## config.mk

```make
export PLATFORM = sky130hd
export DESIGN_NAME = fixed_div_dispatcher
export DESIGN_NICKNAME = d
export VERILOG_FILES = /design/src/rtl/fixed_div_dispatcher_pkg.sv /design/src/rtl/fixed_div_dispatcher_fifo.sv /design/src/rtl/fixed_div_dispatcher.sv
export SDC_FILE = /design/constraint.sdc
export NUM_CORES = 1
export LEC_CHECK = 0
export CORE_MARGIN = 2
export CORE_UTILIZATION = 53
export DETAILED_ROUTE_END_ITERATION = 12
export PLACE_DENSITY = 0.87
export SYNTH_ARGS = -nofsm -noshare
export SYNTH_HDL_FRONTEND = slang
export SYNTH_SLANG_ARGS = --single-unit
```

## constraint.sdc

```tcl
create_clock -name clk -period 3.6 [get_ports clk]
set_clock_uncertainty 0.05 [all_clocks]
set_input_delay 0.54 -clock clk [delete_from_list [all_inputs] [get_ports clk]]
set_output_delay 0.54 -clock clk [all_outputs]
set_load 0.02 [all_outputs]
```

## src/rtl/fixed_div_dispatcher_pkg.sv

```systemverilog
// Shared types and constants for the fixed-point divide dispatcher.
// Default Q16.16 operands; request layout is {num, den, tag}.
package fixed_div_dispatcher_pkg;

  localparam int unsigned I_W   = 16;
  localparam int unsigned F_W   = 16;
  localparam int unsigned Q_W   = I_W + F_W;
  localparam int unsigned TAG_W = 4;

  localparam logic [Q_W-1:0] DIV0_QUOT = '1;

  typedef enum logic [2:0] {
    S_IDLE,
    S_ISSUE,
    S_WAIT,
    S_RESP,
    S_REARM
  } state_t;

  typedef struct packed {
    logic [Q_W-1:0]   num;
    logic [Q_W-1:0]   den;
    logic [TAG_W-1:0] tag;
  } req_t;

endpackage

```

## src/rtl/fixed_div_dispatcher_fifo.sv

```systemverilog
// In-order request FIFO; head is visible the cycle after its push.
// Pointers carry an extra wrap bit to tell full from empty.
module div_req_fifo #(
  parameter int DEPTH = 4,
  parameter int DW    = 68
) (
  input  logic          clk,
  input  logic          rst,
  input  logic          push_i,
  input  logic [DW-1:0] din_i,
  input  logic          pop_i,
  output logic [DW-1:0] dout_o,
  output logic          full_o,
  output logic          empty_o
);

  localparam int AW = $clog2(DEPTH);

  logic [DW-1:0] mem_q [DEPTH];
  logic [AW:0]   wr_q;
  logic [AW:0]   rd_q;
  logic          do_push;
  logic          do_pop;

  assign full_o  = (wr_q[AW] != rd_q[AW]) &&
                   (wr_q[AW-1:0] == rd_q[AW-1:0]);
  assign empty_o = wr_q == rd_q;
  assign dout_o  = mem_q[rd_q[AW-1:0]];
  assign do_push = push_i && !full_o;
  assign do_pop  = pop_i && !empty_o;

  always_ff @(posedge clk) begin
    if (rst) begin
      wr_q <= '0;
      rd_q <= '0;
    end else begin
      if (do_push) wr_q <= wr_q + (AW+1)'(1);
      if (do_pop)  rd_q <= rd_q + (AW+1)'(1);
    end
  end

  always_ff @(posedge clk) begin
    if (do_push) mem_q[wr_q[AW-1:0]] <= din_i;
  end

endmodule

```

## src/rtl/fixed_div_dispatcher.sv

```systemverilog
// Front end for the iterative divider: queues tagged requests, issues one
// at a time, handles divide-by-zero and watchdog, re-arms the engine.
module fixed_div_dispatcher
  import fixed_div_dispatcher_pkg::*;
#(
  parameter int I_WIDTH   = I_W,
  parameter int F_WIDTH   = F_W,
  parameter int DEPTH     = 4,
  parameter int TAG_WIDTH = TAG_W,
  parameter int TIMEOUT   = 63
) (
  input  logic                       clk,
  input  logic                       rst,
  input  logic                       s_valid,
  output logic                       s_ready,
  input  logic [I_WIDTH+F_WIDTH-1:0] s_num,
  input  logic [I_WIDTH+F_WIDTH-1:0] s_den,
  input  logic [TAG_WIDTH-1:0]       s_tag,
  output logic                       m_valid,
  input  logic                       m_ready,
  output logic [I_WIDTH+F_WIDTH-1:0] m_quot,
  output logic [TAG_WIDTH-1:0]       m_tag,
  output logic                       m_div0,
  output logic                       m_timeout,
  input  logic                       div_ready,
  output logic                       div_in_valid,
  output logic [I_WIDTH+F_WIDTH-1:0] div_n,
  output logic [I_WIDTH+F_WIDTH-1:0] div_d,
  input  logic                       div_out_valid,
  input  logic [I_WIDTH+F_WIDTH-1:0] div_out,
  output logic                       div_rst,
  output logic                       busy
);

  localparam int QW = I_WIDTH + F_WIDTH;
  localparam int DW = 2*QW + TAG_WIDTH;
  localparam int WW = $clog2(TIMEOUT+1);
  localparam logic [WW-1:0] WD_LAST = WW'(TIMEOUT-1);

  state_t state_q, state_d;

  logic                 fifo_full;
  logic                 fifo_empty;
  logic                 pop;
  logic [DW-1:0]        head;
  logic [QW-1:0]        head_num;
  logic [QW-1:0]        head_den;
  logic [TAG_WIDTH-1:0] head_tag;
  logic                 head_zero;

  logic [QW-1:0]        num_q, num_d;
  logic [QW-1:0]        den_q, den_d;
  logic [TAG_WIDTH-1:0] optag_q, optag_d;
  logic [QW-1:0]        quot_q, quot_d;
  logic [TAG_WIDTH-1:0] tag_q, tag_d;
  logic                 div0_q, div0_d;
  logic                 to_q, to_d;
  logic                 used_q, used_d;
  logic                 rearm_q, rearm_d;
  logic [WW-1:0]        wd_q, wd_d;

  assign {head_num, head_den, head_tag} = head;
  assign head_zero = head_den == '0;
  assign s_ready   = !fifo_full && !rst;
  assign pop       = (state_q == S_IDLE) && !fifo_empty &&
                     (head_zero || div_ready);

  div_req_fifo #(
    .DEPTH (DEPTH),
    .DW    (DW)
  ) u_fifo (
    .clk     (clk),
    .rst     (rst),
    .push_i  (s_valid && s_ready),
    .din_i   ({s_num, s_den, s_tag}),
    .pop_i   (pop),
    .dout_o  (head),
    .full_o  (fifo_full),
    .empty_o (fifo_empty)
  );

  always_ff @(posedge clk) begin
    if (rst) state_q <= S_IDLE;
    else     state_q <= state_d;
  end

  always_comb begin
    state_d = state_q;
    case (state_q)
      S_IDLE: begin
        if (pop) state_d = head_zero ? S_RESP : S_ISSUE;
      end
      S_ISSUE: state_d = S_WAIT;
      S_WAIT: begin
        if (div_out_valid || wd_q == WD_LAST) state_d = S_RESP;
      end
      S_RESP: begin
        if (m_ready) state_d = used_q ? S_REARM : S_IDLE;
      end
      S_REARM: state_d = S_IDLE;
      default: state_d = S_IDLE;
    endcase
  end

  always_comb begin
    num_d        = num_q;
    den_d        = den_q;
    optag_d      = optag_q;
    quot_d       = quot_q;
    tag_d        = tag_q;
    div0_d       = div0_q;
    to_d         = to_q;
    used_d       = used_q;
    wd_d         = wd_q;
    rearm_d      = 1'b0;
    div_in_valid = 1'b0;
    m_valid      = 1'b0;
    unique case (1'b1)
      (state_q == S_IDLE): begin
        if (pop && head_zero) begin
          quot_d = '1;
          div0_d = 1'b1;
          to_d   = 1'b0;
          tag_d  = head_tag;
          used_d = 1'b0;
        end else if (pop) begin
          num_d   = head_num;
          den_d   = head_den;
          optag_d = head_tag;
          used_d  = 1'b1;
        end
      end
      (state_q == S_ISSUE): begin
        div_in_valid = 1'b1;
        wd_d         = '0;
      end
      (state_q == S_WAIT): begin
        wd_d = wd_q + WW'(1);
        // A late result still beats the watchdog in the same cycle.
        if (div_out_valid) begin
          quot_d  = div_out;
          div0_d  = 1'b0;
          to_d    = 1'b0;
          tag_d   = optag_q;
          rearm_d = 1'b1;
        end else if (wd_q == WD_LAST) begin
          quot_d  = '0;
          div0_d  = 1'b0;
          to_d    = 1'b1;
          tag_d   = optag_q;
          rearm_d = 1'b1;
        end
      end
      (state_q == S_RESP): m_valid = 1'b1;
      (state_q == S_REARM): ;
      default: ;
    endcase
  end

  always_ff @(posedge clk) begin
    if (rst) begin
      num_q   <= '0;
      den_q   <= '0;
      optag_q <= '0;
      quot_q  <= '0;
      tag_q   <= '0;
      div0_q  <= 1'b0;
      to_q    <= 1'b0;
      used_q  <= 1'b0;
      rearm_q <= 1'b0;
      wd_q    <= '0;
    end else begin
      num_q   <= num_d;
      den_q   <= den_d;
      optag_q <= optag_d;
      quot_q  <= quot_d;
      tag_q   <= tag_d;
      div0_q  <= div0_d;
      to_q    <= to_d;
      used_q  <= used_d;
      rearm_q <= rearm_d;
      wd_q    <= wd_d;
    end
  end

  assign m_quot    = quot_q;
  assign m_tag     = tag_q;
  assign m_div0    = div0_q;
  assign m_timeout = to_q;
  assign div_n     = num_q;
  assign div_d     = den_q;
  assign div_rst   = rst || rearm_q;
  assign busy      = !fifo_empty || (state_q != S_IDLE);

endmodule

```

==> summary.txt <==
Status -> finished clean
Max IR drop VDD -> 0.426 mV
Fin crit period -> 3340 ps
Req. time, crit path -> 3980 ps
Yosys cell types -> 57
Final worst path period share -> 0.927
Largest net degree at the start of global routing -> 107
Final wirelength -> 33.7 mm
Final setup TNS -> 0 ps
Vias -> 9145
Layout cell share with drive strength beyond 1 -> 0.157
DRT iter0 DRCs -> 594
Overall power -> 12.0 mW
Total CTS buffers -> 40
Setup CP Type -> reg2reg
Count leader, synth -> edfxtp_1
GPL Wtd Cong -> 0.783
DRT antenna net count -> 0
Place WS -> 297 ps
Yosys top cell area share -> 0.514
Post-CTS resize count -> 0
Crit Path Max Fanout -> 32
Final setup margin -> 263 ps
Worst slew pin tran -> 831 ps
Remaining DRCs -> 0
Rows -> 63
Number of global-route vias before repair -> 9447
Die Wd -> 177 um
Routed len/inst -> 20.8 um
Largest family of logic cells by synthesized area -> multiplexers
DIE HEIGHT -> 177 um
Simple-gate share of the synthesized area -> 0.0870
Via density -> 5.63
Relative slew slack -> 0.446
CTS Buffer Depth -> 3
CTS tree -> built
Post-DP HPWL -> 21.3 mm
Final Hold Vio Count -> 0
Core area -> 29600 um^2
Type of element capturing the critical path -> flip-flop
CP max-delay cell -> dfxtp_4
GRT Residual Overflow -> 0
CP Launch Type -> flip-flop
Largest area contributor in the netlist -> edfxtp_1
Initial antenna violation count -> 2
Synth Net Count -> 1094
Clock Tree Root -> clkbuf_16
Synth Cell Area -> 15900 um^2
Leakage -> 6.52 nW
Tot GR Track Use -> 0.213
Mapped Avg Cell Area -> 16.2 um^2
Core Util, Final -> 0.665
Initial Utilization -> 0.537
Final nets -> 1313
Clk Latency, worst-skew pair -> 530 ps
Crit path cell chain -> mux4_1, nor4_1, and4_1, a31oi_4, buf_4, a221oi_1
RSZ-0062 raised after global routing -> false
Post-synthesis sequential area ratio -> 0.672
DRT Pass-1 Iters -> 5
Yosys reg bits -> 397
Clock net sink count -> 397
Number of synthesized flops with an enable pin -> 272
Syn. warnings -> 0
Synth Instances -> 981
CTS hold repair buffers -> 0
CP arrival -> 3710 ps
Setup repair bufs after CTS -> 0
Setup violations, final -> 0
Synthesis-to-finish area growth -> 23.7%
Top post-synthesis cells by area -> edfxtp_1, dfxtp_1, mux4_2, nand2b_1, mux2i_1
Fill cell count -> 1950
Top post-synthesis cells by count -> edfxtp_1, nand2b_1, dfxtp_1
Post-Synth XOR/XNOR Area -> 0.00386
H-tree depth -> 2
Final instance area -> 19600 um^2
Post-synthesis compound-gate area fraction -> 0.0541
First-pass GRT wire length -> 51.2 mm
Final Max Slew Viols -> 0
Mux cell area share after synthesis -> 0.145
Most used DFF post-synth -> edfxtp_1
Fmax -> 0.300 GHz
Worst hold path type -> reg2reg
Critical Path Max Stage Delay -> 660 ps
Number of port buffers -> 212
Number of max-cap violations -> 0
Pwr per Cell Area -> 612 nW/um^2
I/O pin count -> 213
DIE AREA -> 31400 um^2
Synth Area in Adders -> 0.00552
DP Area -> 18400 um^2
Clock-pin transition on the worst setup and hold timing paths -> 60 ps
Async S/R FF share, synth -> 0
==> per-layer routing <==
metal / global-route usage / wire [um] / vias up
met1: 0.265 / 13200 / 4555
li1: - / - / 4171
met5: 0 / 0 / -
met3: 0.0395 / 2200 / 71
met4: 0.0809 / 1150 / 0
met2: 0.370 / 17200 / 348
==> worst max-delay path: cells and delay by family (launching register included) <==
| family | cells | cell delay [ps] |
|---|---|---|
| multiplexers | 1 | 660 |
| AO/OA/AOI/OAI | 2 | 470 |
| AND/OR/NAND/NOR | 2 | 1040 |
| flip-flops | 1 | 660 |
| buffers and inverters | 1 | 320 |
==> state kept, by name, summed over array words and instances, names as in the netlist, named ones only <==
name	flops
u_fifo.mem_q	272
wd_q	6
rearm_q	1
used_q	1
optag_q	4
m_div0	1
m_quot	32
state_q	3
div_n	32
u_fifo.wr_q	3
m_tag	4
div_d	32
m_timeout	1
u_fifo.rd_q	3
==> kinds of logic after synthesis <==
| group | after synthesis |
|---|---|
| flip-flops | 397 |
| AND/OR/NAND/NOR | 242 |
| multiplexers | 140 |
| buffers and inverters | 105 |
| AO/OA/AOI/OAI | 83 |
| XOR/XNOR | 7 |
| adder cells (fa/ha/maj) | 7 |
==> cell type report <==
class / count / area (um^2) / share of cell area
Clock buffer: 54 / 1100 / 0.0562
Inverter: 43 / 161 / 0.00821
Timing Repair Buffer: 239 / 2390 / 0.122
Clock inverter: 20 / 106 / 0.00541
Antenna cell: 2 / 5.00 / 0.000255
Tap cell: 390 / 488 / 0.0248
Multi-Input combinational cell: 479 / 4720 / 0.240
Sequential cell: 397 / 10700 / 0.543
==> cells in the final DEF, fill, tap and decap left out, types with 4 or more instances in the layout <==
cell type	instances
a211oi_1	9
a21oi_1	12
a221oi_2	30
and2_4	4
buf_12	5
buf_4	22
clkbuf_1	10
clkbuf_16	41
clkdlybuf4s50_1	211
clkinv_1	6
clkinv_2	10
dfxtp_1	123
edfxtp_1	272
ha_1	7
inv_1	43
mux2_2	4
mux2i_1	68
mux4_1	10
mux4_2	58
nand2_1	42
nand2b_1	134
nand3_1	7
nand4_1	6
nor2_1	20
nor3_1	6
nor4_1	5
o22ai_1	4
o32a_1	4
xnor2_1	4
==> metrics by stage <==
step	cells	hold slack [ps]
2_1_floorplan	981	360
3_3_place_gp	1548	371
3_5_place_dp	1548	383
4_1_cts	1622	392
5_1_grt	1624	429
6_report	1624	397
==> path summary, 6_finish.rpt <==
kind                            start                      end  slack (ps)  cells after the start
setup reg to reg            flip-flop  m_quot[10]$_SDFFE_PP0P_         260                      6
hold reg to reg   used_q$_SDFFE_PP0P_  state_q[2]$_SDFFE_PP0P_         400                      2
hold / removal    used_q$_SDFFE_PP0P_  state_q[2]$_SDFFE_PP0P_         400                      2
setup / recovery            flip-flop  m_quot[10]$_SDFFE_PP0P_         260                      6
==> report_power, final <==
group,internal (mW),switching (mW),leakage (nW),total [mW]
logic,1.35,1.34,2.43,2.69
registers,5.23,0.283,3.49,5.51
clock network,2.16,1.67,0.600,3.83
total,8.74,3.29,6.52,12.0
Note: power is estimated with default switching activity, not from simulation.
==> edit 1 (same settings) <==
`TAG_W`: 4 -> 5.
--- a/src/rtl/fixed_div_dispatcher_pkg.sv
+++ b/src/rtl/fixed_div_dispatcher_pkg.sv
@@ -5,7 +5,7 @@
   localparam int unsigned I_W   = 16;
   localparam int unsigned F_W   = 16;
   localparam int unsigned Q_W   = I_W + F_W;
-  localparam int unsigned TAG_W = 4;
+  localparam int unsigned TAG_W = 5;
 
   localparam logic [Q_W-1:0] DIV0_QUOT = '1;
 
Ports: changed (resized m_tag and s_tag); port bits go from 213 to 215. No check against the original RTL was run, so the function may have changed too.
==> edit 1 against the original RTL <==
  * Highest routed layer is now met5
  * Critical endpoint is now m_quot[21]$_SDFFE_PP0P_
  * Worst setup slack better by 0.070 ns
  * Global-route usage rose by 0.85 points
  * First-iteration DRC count grew 61%
  * Wire length is 1.8% higher
  * Synthesized area is 1.8% lower
  * Combinational power up 8.6%
  * Design area shrank 0.24%
  * Sequential cell count rose by 6
  * Power is 6.9% higher
==> edit 1: results (changes against the original RTL) <==
* Number of synthesized flops with an enable pin at 276 (+1.5%)
* Top routing layer used: met5
* Total Routing Usage GR at 22.1% (+0.85 points)
* Outcome: finished clean
* Antenna violations before repair at 3 (+1)
* Via-to-Cell Ratio at 5.75 (+2.2%)
* Post-Route WL at 34.4 mm (+1.8%)
* M1 WL at 13.4 mm (+1.9%)
* Post-synth top cells: edfxtp_1 (276), nand2_1 (156), dfxtp_1 (127), mux2i_1 (69), mux4_2 (69)
* Syn Nets at 1,107 (+1.2%)
* Maximum VDD drop at 0.514 mV (+21%)
* Met3 usage at 4.31% (+0.36 points)
* Leakage at 6.61 nW (+1.4%)
* CP max stage delay at 0.72 ns (+0.06 ns)
* Sw Pwr at 3.45 mW (+4.6%)
* Metal2 WL at 17.6 mm (+2.1%)
* M1 GR Usage at 28.2% (+1.7 points)
* Iteration count of the initial detailed-routing pass at 8 (+3)
* First-pass GRT wire length at 52.8 mm (+3.2%)
* CP top delay family: compound AO/OA/AOI/OAI gates
* Sequential-to-total area share from yosys stat at 69.4% (+2.2 points)
* Number of global-route vias before repair at 9,518 (+0.75%)
* Mux contribution to synthesized area at 14.4% (-0.061 points)
* Slowest cell on crit path: o31a_2
* Final total power at 12.9 mW (+6.9%)
* PortBufs at 214 (+0.94%)
* Share of cells above drive strength 1 at 16.4% (+0.61 points)
## edit 1: cell count changes in the layout (fill, tap and decap cells not counted), moves of 6 or more
cell / delta
mux4_1: -10
a211oi_2: +30
mux4_2: +11
a211oi_1: -6
nand2_1: +114
a21oi_1: +33
a221oi_2: -30
nand2b_1: -131
## edit 1: path summary, 6_finish.rpt
path | start | to | slack, ns | depth (start not counted)
worst max-delay path | flip-flop | m_quot[21]$_SDFFE_PP0P_ | 0.33 | 6
worst min-delay path | div_d[9]$_SDFFE_PP0P_ | div_d[9]$_SDFFE_PP0P_ | 0.41 | 2
worst max register to register | flip-flop | m_quot[21]$_SDFFE_PP0P_ | 0.33 | 6
worst min register to register | div_d[9]$_SDFFE_PP0P_ | div_d[9]$_SDFFE_PP0P_ | 0.41 | 2
## edit 1: layout make-up
cell class                 count  area (um^2)
antenna                        2         5.00
clock buffer                  55         1180
clock inverter                20          234
fill                        1860         9260
inverter                      39          149
multi-input combinational    490         4320
sequential                   403        10800
tap                          384          480
timing repair buffer         240         2390
==> edit 2 (config.mk and constraints unchanged) <==
Without the edit above. Take the reset off `wd_q` and load it in a clocked block of its own.
--- a/src/rtl/fixed_div_dispatcher.sv
+++ b/src/rtl/fixed_div_dispatcher.sv
@@ -168,7 +168,6 @@
       to_q    <= 1'b0;
       used_q  <= 1'b0;
       rearm_q <= 1'b0;
-      wd_q    <= '0;
     end else begin
       num_q   <= num_d;
       den_q   <= den_d;
@@ -179,8 +178,11 @@
       to_q    <= to_d;
       used_q  <= used_d;
       rearm_q <= rearm_d;
-      wd_q    <= wd_d;
     end
+  end
+
+  always_ff @(posedge clk) begin
+    wd_q <= wd_d;
   end
 
   assign m_quot    = quot_q;
Formal check against the unedited RTL: no difference found for any inputs over 4 cycles, from zero or initial values and one cycle with rst high; that may be too few to reach the edited logic, so the function may still have changed.
==> edit 2 against the original RTL <==
  * Synthesized area shrank 2.3%
  * Power grew 2.1%
  * Die area shrank 2.2%
  * Sequential cell count is the same
  * Worst setup slack gained 0.18 ns
  * Design area shrank 1.6%
  * Wire length shrank 2.2%
  * Synthesized cell count shrank 1.2%
  * Count of clock-buffer cells in the layout shrank 1
==> edit 2: results (changes against the original RTL) <==
* Synth warn at 0 (unchanged)
* R2r setup slk at 0.44 ns (+0.18 ns)
* Clock buffer depth at 3 (unchanged)
* Sequential-to-total area share from yosys stat at 69.2% (+2.0 points)
* Share of cells above drive strength 1 at 17.0% (+1.2 points)
* TritonCTS buffer count at 40 (unchanged)
* Outcome: finished clean
* Fin Hold WS at 0.407 ns (+0.0102 ns)
* Fraction of the mapped netlist area in compound gates at 5.01% (-0.40 points)
* Leakage at 6.47 nW (-0.80%)
* Ys async rst share at 0% (unchanged)
* Mux contribution to synthesized area at 14.5% (+0.097 points)
* Placed Cells incl. Taps at 1,531 (-1.1%)
* Hold Crit Depth at 2 (unchanged)
* Antenna violations before repair at 5 (+3)
* PortBufs at 212 (unchanged)
* Adder-cell share of the synthesized area at 0.565% (+0.013 points)
* M1 WL at 13.2 mm (+0.61%)
* Largest net degree at the start of global routing at 60 (-44%)
* Initial DRC count at 628 (+5.7%)
* WL/cell at 20.5 um (-1.2%)
* Yosys cell types at 49 (-14%)
* Max FFs per register at 272 (unchanged)
* Worst-Margin Slew at 0.832 ns (+0.00126 ns)
* Total Routing Usage GR at 21.7% (+0.38 points)
* DP HPWL at 21.2 mm (-0.66%)
* Synth Flop Type: edfxtp_1
* Filler-free cell count of the finished design at 1,607 (-1.0%)
* FF-to-FF End: div_n[0]$_SDFFE_PP0P_
* Root buffer cell: clkbuf_16
* Iteration count of the initial detailed-routing pass at 5 (unchanged)
* Worst-skew pair later-pin latency at 0.53 ns (about the same)
* R2R depth at 7 (+1)
* Post-synth top cells: edfxtp_1 (278), nand2_1 (176), dfxtp_1 (119), mux2i_1 (68), mux4_2 (68)
* # resized after CTS at 0 (unchanged)
* Critical Path AT at 3.55 ns (-0.16 ns)
* Number of synthesized flops with an enable pin at 278 (+2.2%)
* Metal2 WL at 16.6 mm (-3.5%)
* Area after DPL at 0.0181 mm^2 (-1.9%)
* Syn Nets at 1,082 (-1.1%)
* H-tree lvl count at 2 (unchanged)
* Nets at 1,302 (-0.84%)
* Post-CTS Setup Bufs at 0 (unchanged)
* Synth Area in XOR/XNOR at 0.621% (+0.23 points)
* Maximum VDD drop at 0.544 mV (+28%)
* Top routing layer used: met5
* Hold_sp: m_quot[0]$_SDFFE_PP0P_
* Number of global-route vias before repair at 9,340 (-1.1%)
* Type of the worst min-delay path: reg2reg
* Met3 routed WL at 2.04 mm (-7.2%)
* Max FO, Critical Path at 35 (+9.4%)
* Clock slew at reported path FFs at 0.06 ns (about the same)
* FMAX at 316 MHz (+5.6%)
* Pre-CTS setup slack at 0.492 ns (+0.194 ns)
* Mapped Cells at 969 (-1.2%)
* Vias at 9,029 (-1.3%)
* WHS Endpoint: m_quot[0]$_SDFFE_PP0P_
* First-pass GRT wire length at 51.3 mm (+0.19%)
* Final Wtd Congestion at 0.800 (+2.1%)
* Synth area leaders: edfxtp_1 (54%), dfxtp_1 (15%), mux4_2 (9.9%), mux2i_1 (4.4%), nand2_1 (4.3%)
## edit 2: changes by cell type after synthesis, sizes merged, moves of 5 or more
cell | before | now
a21oi | 12 | 6
nand3 | 7 | 13
nor3 | 6 | 11
nand2b | 134 | 0
a211oi | 9 | 0
nand2 | 42 | 176
edfxtp | 272 | 278
dfxtp | 125 | 119
o211ai | 2 | 8
## edit 2: area by class of cell
cell class                 count  area, um^2
antenna                        3        7.51
fill                        1906        9440
clock buffer                  53        1090
inverter                      41         156
timing repair buffer         239        2410
sequential                   397       10700
clock inverter                20         159
tap                          384         480
multi-input combinational    470        4300
## edit 2: worst max-delay path by stage
stage,depth (start not counted),end,startpoint
floorplan,3,u_fifo.mem_q[3][0]$_DFFE_PP_,rst
global placement,7,m_quot[10]$_SDFFE_PP0P_,flip-flop
detailed placement,7,div_n[19]$_SDFFE_PP0P_,flip-flop
CTS,7,div_n[19]$_SDFFE_PP0P_,flip-flop
global route,7,m_quot[11]$_SDFFE_PP0P_,flip-flop
finish,7,div_n[0]$_SDFFE_PP0P_,flip-flop
## edit 2: power by group
group | total [mW] | internal [mW] | leakage, nW | switching (mW)
Sequential | 5.52 | 5.25 | 3.50 | 0.270
Clock | 3.90 | 2.28 | 0.614 | 1.62
Combinational | 2.87 | 1.43 | 2.36 | 1.44
## edit 2: worst max-delay path, stage by stage, from the launching register on
cell	delay, ns
dfxtp_4	0.47
buf_12	0.22
mux4_2	0.54
nor4_1	0.54
nand4_2	0.40
o21ai_4	0.28
buf_12	0.27
mux2i_1	0.25
## edit 2: layer usage
layer | vias up | GRT usage, %
met1 | 4507 | 27.2
met3 | 72 | 4.40
met4 | 2 | 8.61
met5 | - | 0
met2 | 333 | 37.1
li1 | 4115 | -
